$ cat config.mk
export PLATFORM = sky130hd
export DESIGN_NAME = cnt_seq_ctrl_flat
export DESIGN_NICKNAME = d
export VERILOG_FILES = /design/src/rtl/cnt_seq_ctrl_pkg.sv /design/src/rtl/cnt_seq_ctrl_if.sv /design/src/rtl/bin_counter.sv /design/src/rtl/cnt_seq_ctrl.sv /design/src/flat_wrapper.sv
export SDC_FILE = /design/constraint.sdc
export NUM_CORES = 1
export LEC_CHECK = 0
export CORE_MARGIN = 3
export CORE_UTILIZATION = 52
export CTS_CLUSTER_SIZE = 28
export DETAILED_ROUTE_END_ITERATION = 7
export GPL_ROUTABILITY_DRIVEN = 0
export PLACE_DENSITY_LB_ADDON = 0.25
export SETUP_SLACK_MARGIN = 0.02
export SLEW_MARGIN = 20
export SYNTH_ARGS = -nofsm -noshare
export SYNTH_HDL_FRONTEND = slang
export SYNTH_SLANG_ARGS = --single-unit
$ cat constraint.sdc
create_clock -name clk -period 2 [get_ports clk]
set_clock_uncertainty 0.15 [all_clocks]
set_input_delay 0.3 -clock clk [delete_from_list [all_inputs] [get_ports clk]]
set_output_delay 0.3 -clock clk [all_outputs]
set_load 0.03 [all_outputs]
$ cat src/rtl/cnt_seq_ctrl_pkg.sv
// Shared definitions for the counter sequencer: command opcodes, FSM states and a small helper.
package cnt_seq_ctrl_pkg;

  localparam logic [1:0] OP_CLR   = 2'b00;
  localparam logic [1:0] OP_LOAD  = 2'b01;
  localparam logic [1:0] OP_RUN   = 2'b10;
  localparam logic [1:0] OP_PAUSE = 2'b11;

  typedef enum logic [2:0] {
    StIdle,
    StClr,
    StLoad,
    StRun,
    StPause
  } state_e;

  function automatic int unsigned min_u(input int unsigned a, input int unsigned b);
    return (a < b) ? a : b;
  endfunction

endpackage

$ cat src/rtl/cnt_seq_ctrl_if.sv
// Command/status port of the counter sequencer; master is the host, slave is the sequencer.
interface cnt_seq_ctrl_if #(
  parameter int unsigned N = 3
);
  logic         cmd_valid;
  logic         cmd_ready;
  logic [1:0]   cmd_op;
  logic [N-1:0] cmd_data;
  logic         cmd_up;
  logic         abort;
  logic         busy;
  logic         done;
  logic         done_wrap;
  logic         aborted;
  logic [N-1:0] q;

  modport master (
    output cmd_valid, cmd_op, cmd_data, cmd_up, abort,
    input  cmd_ready, busy, done, done_wrap, aborted, q
  );

  modport slave (
    input  cmd_valid, cmd_op, cmd_data, cmd_up, abort,
    output cmd_ready, busy, done, done_wrap, aborted, q
  );
endinterface

$ cat src/rtl/bin_counter.sv
// N-bit universal binary counter: synchronous clear, parallel load, up/down count enable.
module bin_counter #(
  parameter int unsigned N = 3
) (
  input  logic         clk_i,
  input  logic         rst_i,
  input  logic         syn_clr_i,
  input  logic         load_i,
  input  logic         en_i,
  input  logic         up_i,
  input  logic [N-1:0] d_i,
  output logic [N-1:0] q_o,
  output logic         max_tick_o,
  output logic         min_tick_o
);

  logic [N-1:0] q_q, q_d;

  always_comb begin
    q_d = q_q;
    if (syn_clr_i) begin
      q_d = '0;
    end else if (load_i) begin
      q_d = d_i;
    end else if (en_i) begin
      q_d = up_i ? q_q + N'(1) : q_q - N'(1);
    end
  end

  always_ff @(posedge clk_i or posedge rst_i) begin
    if (rst_i) begin
      q_q <= '0;
    end else begin
      q_q <= q_d;
    end
  end

  assign q_o        = q_q;
  assign max_tick_o = (q_q == {N{1'b1}});
  assign min_tick_o = (q_q == '0);

endmodule

$ cat src/rtl/cnt_seq_ctrl.sv
// Command sequencer driving one bin_counter: CLR, LOAD, RUN-to-target and PAUSE with abort.
// Note: rst_n is an active-high asynchronous reset despite its name.
module cnt_seq_ctrl
  import cnt_seq_ctrl_pkg::*;
#(
  parameter int unsigned N  = 3,
  parameter int unsigned HW = 8
) (
  input  logic           clk,
  input  logic           rst_n,
  cnt_seq_ctrl_if.slave  bus_io
);

  localparam int unsigned PW = min_u(N, HW);

  state_e        state_q, state_d;
  logic [N-1:0]  data_q;
  logic          up_q;
  logic [HW-1:0] hold_q;
  logic          wrap_q;
  logic          done_q, done_wrap_q, aborted_q;

  logic          accept;
  logic          cnt_syn_clr, cnt_load, cnt_en;
  logic [N-1:0]  cnt_q;
  logic          cnt_max, cnt_min;
  logic          wrap_hit, finish_ok, abort_hit;
  logic [HW-1:0] pause_len;

  assign bus_io.cmd_ready = (state_q == StIdle) & ~bus_io.abort & ~rst_n;
  assign accept           = bus_io.cmd_valid & bus_io.cmd_ready;

  always_comb begin
    pause_len         = '0;
    pause_len[PW-1:0] = bus_io.cmd_data[PW-1:0];
  end

  always_comb begin
    state_d     = state_q;
    cnt_syn_clr = 1'b0;
    cnt_load    = 1'b0;
    cnt_en      = 1'b0;
    unique case (state_q)
      StIdle: begin
        if (accept) begin
          unique case (bus_io.cmd_op)
            OP_CLR:   state_d = StClr;
            OP_LOAD:  state_d = StLoad;
            OP_RUN:   state_d = StRun;
            OP_PAUSE: state_d = StPause;
            default:  state_d = StIdle;
          endcase
        end
      end
      StClr: begin
        cnt_syn_clr = ~bus_io.abort;
        state_d     = StIdle;
      end
      StLoad: begin
        cnt_load = ~bus_io.abort;
        state_d  = StIdle;
      end
      StRun: begin
        cnt_en = (cnt_q != data_q) & ~bus_io.abort;
        if ((cnt_q == data_q) || bus_io.abort) begin
          state_d = StIdle;
        end
      end
      StPause: begin
        if ((hold_q == '0) || bus_io.abort) begin
          state_d = StIdle;
        end
      end
      default: state_d = StIdle;
    endcase
  end

  assign wrap_hit  = cnt_en & ((up_q & cnt_max) | (~up_q & cnt_min));
  assign abort_hit = (state_q != StIdle) & bus_io.abort;
  assign finish_ok = (state_q != StIdle) & ~bus_io.abort & (state_d == StIdle);

  always_ff @(posedge clk or posedge rst_n) begin
    if (rst_n) begin
      state_q     <= StIdle;
      data_q      <= '0;
      up_q        <= 1'b0;
      hold_q      <= '0;
      wrap_q      <= 1'b0;
      done_q      <= 1'b0;
      done_wrap_q <= 1'b0;
      aborted_q   <= 1'b0;
    end else begin
      state_q <= state_d;
      if (accept) begin
        data_q <= bus_io.cmd_data;
        up_q   <= bus_io.cmd_up;
        hold_q <= pause_len;
      end else if ((state_q == StPause) && (hold_q != '0)) begin
        hold_q <= hold_q - HW'(1);
      end
      wrap_q      <= accept ? 1'b0 : (wrap_q | wrap_hit);
      done_q      <= finish_ok;
      // A RUN ends with en=0, so any wrap has already landed in wrap_q.
      done_wrap_q <= finish_ok & (state_q == StRun) & wrap_q;
      aborted_q   <= abort_hit;
    end
  end

  bin_counter #(
    .N (N)
  ) u_cnt (
    .clk_i      (clk),
    .rst_i      (rst_n),
    .syn_clr_i  (cnt_syn_clr),
    .load_i     (cnt_load),
    .en_i       (cnt_en),
    .up_i       (up_q),
    .d_i        (data_q),
    .q_o        (cnt_q),
    .max_tick_o (cnt_max),
    .min_tick_o (cnt_min)
  );

  assign bus_io.busy      = (state_q != StIdle);
  assign bus_io.done      = done_q;
  assign bus_io.done_wrap = done_wrap_q;
  assign bus_io.aborted   = aborted_q;
  assign bus_io.q         = cnt_q;

endmodule

$ cat src/flat_wrapper.sv
// flat-port wrapper written by rule: the top's interface ports become plain ports
module cnt_seq_ctrl_flat import cnt_seq_ctrl_pkg::*;
#(
  parameter int unsigned N  = 3,
  parameter int unsigned HW = 8
)
  (clk, rst_n, bus_io_cmd_valid, bus_io_cmd_op, bus_io_cmd_data, bus_io_cmd_up, bus_io_abort, bus_io_cmd_ready, bus_io_busy, bus_io_done, bus_io_done_wrap, bus_io_aborted, bus_io_q);
  cnt_seq_ctrl_if #(.N(N)) bus_io_i ();
  input  logic clk;
  input  logic rst_n;
  input wire logic [$bits(bus_io_i.cmd_valid)-1:0] bus_io_cmd_valid;
  input wire logic [$bits(bus_io_i.cmd_op)-1:0] bus_io_cmd_op;
  input wire logic [$bits(bus_io_i.cmd_data)-1:0] bus_io_cmd_data;
  input wire logic [$bits(bus_io_i.cmd_up)-1:0] bus_io_cmd_up;
  input wire logic [$bits(bus_io_i.abort)-1:0] bus_io_abort;
  output wire logic [$bits(bus_io_i.cmd_ready)-1:0] bus_io_cmd_ready;
  output wire logic [$bits(bus_io_i.busy)-1:0] bus_io_busy;
  output wire logic [$bits(bus_io_i.done)-1:0] bus_io_done;
  output wire logic [$bits(bus_io_i.done_wrap)-1:0] bus_io_done_wrap;
  output wire logic [$bits(bus_io_i.aborted)-1:0] bus_io_aborted;
  output wire logic [$bits(bus_io_i.q)-1:0] bus_io_q;
  assign bus_io_i.cmd_valid = bus_io_cmd_valid;
  assign bus_io_i.cmd_op = bus_io_cmd_op;
  assign bus_io_i.cmd_data = bus_io_cmd_data;
  assign bus_io_i.cmd_up = bus_io_cmd_up;
  assign bus_io_i.abort = bus_io_abort;
  assign bus_io_cmd_ready = bus_io_i.cmd_ready;
  assign bus_io_busy = bus_io_i.busy;
  assign bus_io_done = bus_io_i.done;
  assign bus_io_done_wrap = bus_io_i.done_wrap;
  assign bus_io_aborted = bus_io_i.aborted;
  assign bus_io_q = bus_io_i.q;
  cnt_seq_ctrl #(.N(N), .HW(HW)) u_core (.clk(clk), .rst_n(rst_n), .bus_io(bus_io_i));
endmodule
==> key figures <==
Outcome
  • Outcome: complete, no violations

Pwr
  • Clock network power share: 13.7%
  • Pwr/cell area: 957 mW/mm²
  • Switching Power: 552 µW
  • Int Pwr: 843 µW
  • Sw Share: 39.6%
  • Static leakage: 0.689 nW
  • Register share of total power: 46.7%
  • Combinational power share: 39.6%
  • Maximum VDD drop: 0.582 mV

Setup path
  • Setup crit start kind: flop
  • Buf/Inv on CP: 1
  • CP arrival: 1.99 ns
  • Reg-to-reg critical path endpoint: u_core.hold_q[6]
  • Crit path largest cell delay: 0.57 ns
  • CP max-delay cell: or4_2
  • Reg-to-Reg Start: u_core.hold_q[0]
  • Crit Path Max Fanout: 4
  • Critical path cell sequence: inv_1 > ha_1 > nand2b_1 > or4_2 > nor2_2 > mux2i_1
  • Cells on worst reg2reg path: 6
  • FF-to-FF setup slack: 0.09 ns
  • Critical path class: flop to flop
  • CP endpoint kind: flop
  • CP top delay family: simple AND/OR/NAND/NOR gates
  • Critical path required time: 2.08 ns

Clock network
  • Buffers inserted by post-CTS timing repair: 0
  • H-Tree Depth: 1
  • Root buf cell: clkbuf_4
  • Clock Latency Late Sink: 0.30 ns
  • Post-CTS Hold Fix Bufs: 0
  • CTS tree: built
  • Clock slew at reported path FFs: 0.11 ns
  • Clock Sinks: 22
  • Clock tree buffer depth: 2
  • TritonCTS Buffers: 3

Cells and area
  • Area of the multi-input gates: 617 µm²
  • FF+latch area: 551 µm²
  • Share of post-route cells with drive strength above 1: 12.8%
  • Total Nets Final: 166
  • Final core occ: 70.0%
  • Area Overhead vs Synth: 21.2%
  • Fin cells: 176
  • Diodes inserted: 0
  • FILL cells: 185

Timing
  • Final-report max-slew violation count: 0
  • Slew headroom: 76.0%
  • Slew @ Worst Pin: 0.359 ns
  • Final min period: 1.91 ns
  • Fin. Hold Viols: 0
  • Max Clock Freq: 524 MHz
  • RSZ-0062 raised after global routing: yes
  • Final setup vio count: 0
  • Fin crit share: 95.4%

Logic synthesis
  • Async SR Flop Fraction: 100%
  • Post-Synthesis Net Count: 141
  • Register area share after synthesis: 45.8%
  • Synth cell types: 35
  • Mapped Area: 0.00120 mm²
  • Yosys synthesis warning count: 0
  • Synth Flop Type: dfrtp_1
  • Top cells by area, synth: dfrtp_1, nand2_1, ha_1, nor2_1, o21ai_0
  • EDFF count, synth: 0
  • Avg Cell Area, Syn: 9.54 µm²
  • Leading area contributor after synthesis: dfrtp_1
  • Post-Synthesis Cells: 126
  • Synthesized flop and latch total: 22
  • Synth top area share: 45.8%

Routing
  • Detailed-route DRC error count: 0
  • Via density: 5.72
  • ANT nets after route: 0
  • Routed wire length: 2.68 mm
  • Initial DRC count: 29
  • Routed via count: 1007
  • 1st-pass router iterations: 4
  • WL per Instance: 15.2 µm

Die
  • Initial Utilization: 57.8%
  • Die Ht: 54.1 µm
  • Row count: 16
  • CORE AREA: 0.00208 mm²
  • Die width: 54.1 µm
  • IO Pins: 18
  • Die ar.: 0.00293 mm²

Global routing
  • Initial antenna violation count: 0
  • Largest net degree at the start of global routing: 23
  • GRT Overall Usage: 21.7%
  • Vias in the first global route: 995
  • Global-route wire length before repair: 4.51 mm
  • GRT overflow: 0

Placed design
  • HPWL Detailed: 1.98 mm
  • Cells after DPL: 172
  • PortBufs: 17

Hold path
  • Worst min path class: input port to asynchronous set/reset pin

Flow run
  • Max-cap viol count: 0
==> stage by stage <==
step / setup slack, ns / cell area [µm²] / TNS (ns) / hold WS (ns) / total power, mW
after floorplan: 0.171 / 1200 / 0 / 0.139 / 1.01
after global placement: 0.0605 / 1420 / 0 / 0.328 / 1.15
after detailed placement: 0.0646 / 1420 / 0 / 0.332 / 1.18
after CTS: 0.0250 / 1440 / 0 / 0.242 / 1.36
after global routing: -0.0167 / 1460 / -0.0167 / 0.271 / 1.50
final: 0.0918 / 1460 / 0 / 0.266 / 1.40
==> layout make-up <==
type | instances | area share (%)
Clock buffer | 3 | 1.55
Inverter | 10 | 2.58
Multi-Input combinational cell | 92 | 42.3
Sequential cell | 22 | 37.8
Tap cell | 27 | 2.32
Timing Repair Buffer | 22 | 13.5
==> cell usage in the layout (no fill, tap or decap), types with 4 or more instances in the layout <==
cell type / synthesis / routed
buf_4: 0 / 6
clkdlybuf4s50_1: 0 / 12
dfrtp_1: 22 / 22
ha_1: 4 / 4
inv_1: 10 / 10
nand2_1: 20 / 20
nand3_1: 4 / 4
nor2_1: 11 / 10
o211ai_1: 5 / 5
o21ai_0: 8 / 8
xnor2_1: 4 / 4
==> tightest hold or removal path: stages <==
cell and delay, ns:
clkdlybuf4s50_1 0.46, inv_1 0.07, buf_4 0.28
==> cell families (layout without fill, tap and decap cells) <==
kind of cell | Yosys count | count (layout) | share of synthesized area, %
multiplexers | 3 | 3 | 2.50
AND/OR/NAND/NOR | 54 | 54 | 22.1
flip-flops | 22 | 22 | 45.8
adder cells (fa/ha/maj) | 5 | 5 | 5.83
buffers and inverters | 13 | 35 | 4.79
XOR/XNOR | 7 | 7 | 5.10
AO/OA/AOI/OAI | 22 | 23 | 13.9
==> power by group through the flow <==
| stage | combinational [mW] | clock, mW | sequential [mW] |
|---|---|---|---|
| 2_1_floorplan | 0.350 | 0 | 0.664 |
| 3_3_place_gp | 0.503 | 0 | 0.642 |
| 3_5_place_dp | 0.524 | 0 | 0.655 |
| 4_1_cts | 0.513 | 0.199 | 0.646 |
| 5_1_grt | 0.609 | 0.222 | 0.669 |
| 6_report | 0.552 | 0.192 | 0.651 |
==> synthesized netlist by cell type, types with 2 or more instances <==
| cell | n |
|---|---|
| dfrtp_1 | 22 |
| xor2_1 | 3 |
| nand2b_1 | 2 |
| nor3_1 | 3 |
| ha_1 | 4 |
| and2_1 | 2 |
| nand2_1 | 20 |
| mux2i_1 | 3 |
| o21ai_0 | 8 |
| inv_1 | 10 |
| xnor2_1 | 4 |
| a32oi_1 | 2 |
| and3_1 | 2 |
| o211ai_1 | 5 |
| nor2_1 | 11 |
| or4_1 | 3 |
| nand3_1 | 4 |
==> what timing repair did <==
action	CTS	global route
endpoints found under the setup margin	4	11
pin swaps	0	1
gates resized for setup	4	6
gates cloned	0	1
==> how the worst max path moves through the flow <==
stage | startpoint | end | slack, ns | cells past startpoint
CTS | u_core.state_q[2] | bus_io_busy | 0.03 | 2
finish | u_core.hold_q[0] | u_core.hold_q[6] | 0.09 | 6
floorplan | u_core.hold_q[3] | u_core.hold_q[7] | 0.17 | 4
detailed placement | u_core.hold_q[3] | u_core.hold_q[7] | 0.06 | 3
global placement | bus_io_abort | u_core.u_cnt.q_o[2] | 0.06 | 5
global route | u_core.hold_q[0] | u_core.hold_q[6] | -0.02 | 6
==> layer usage <==
| layer | global-route usage [%] | part of all wire (%) |
|---|---|---|
| met1 | 26.2 | 43 |
| met2 | 36.9 | 49 |
| met3 | 6.37 | 6.6 |
| met4 | 7.05 | 1.1 |
| met5 | 0 | 0 |
==> registers in the layout, summed over array words and instances (netlist names) <==
register and flops:
u_core.bus_io.aborted 1, u_core.bus_io.done 1, u_core.bus_io.done_wrap 1, u_core.data_q 3, u_core.hold_q 8, u_core.state_q 3
u_core.u_cnt.q_o 3, u_core.up_q 1, u_core.wrap_q 1
No activity file was read; power rests on OpenSTA's default activity.
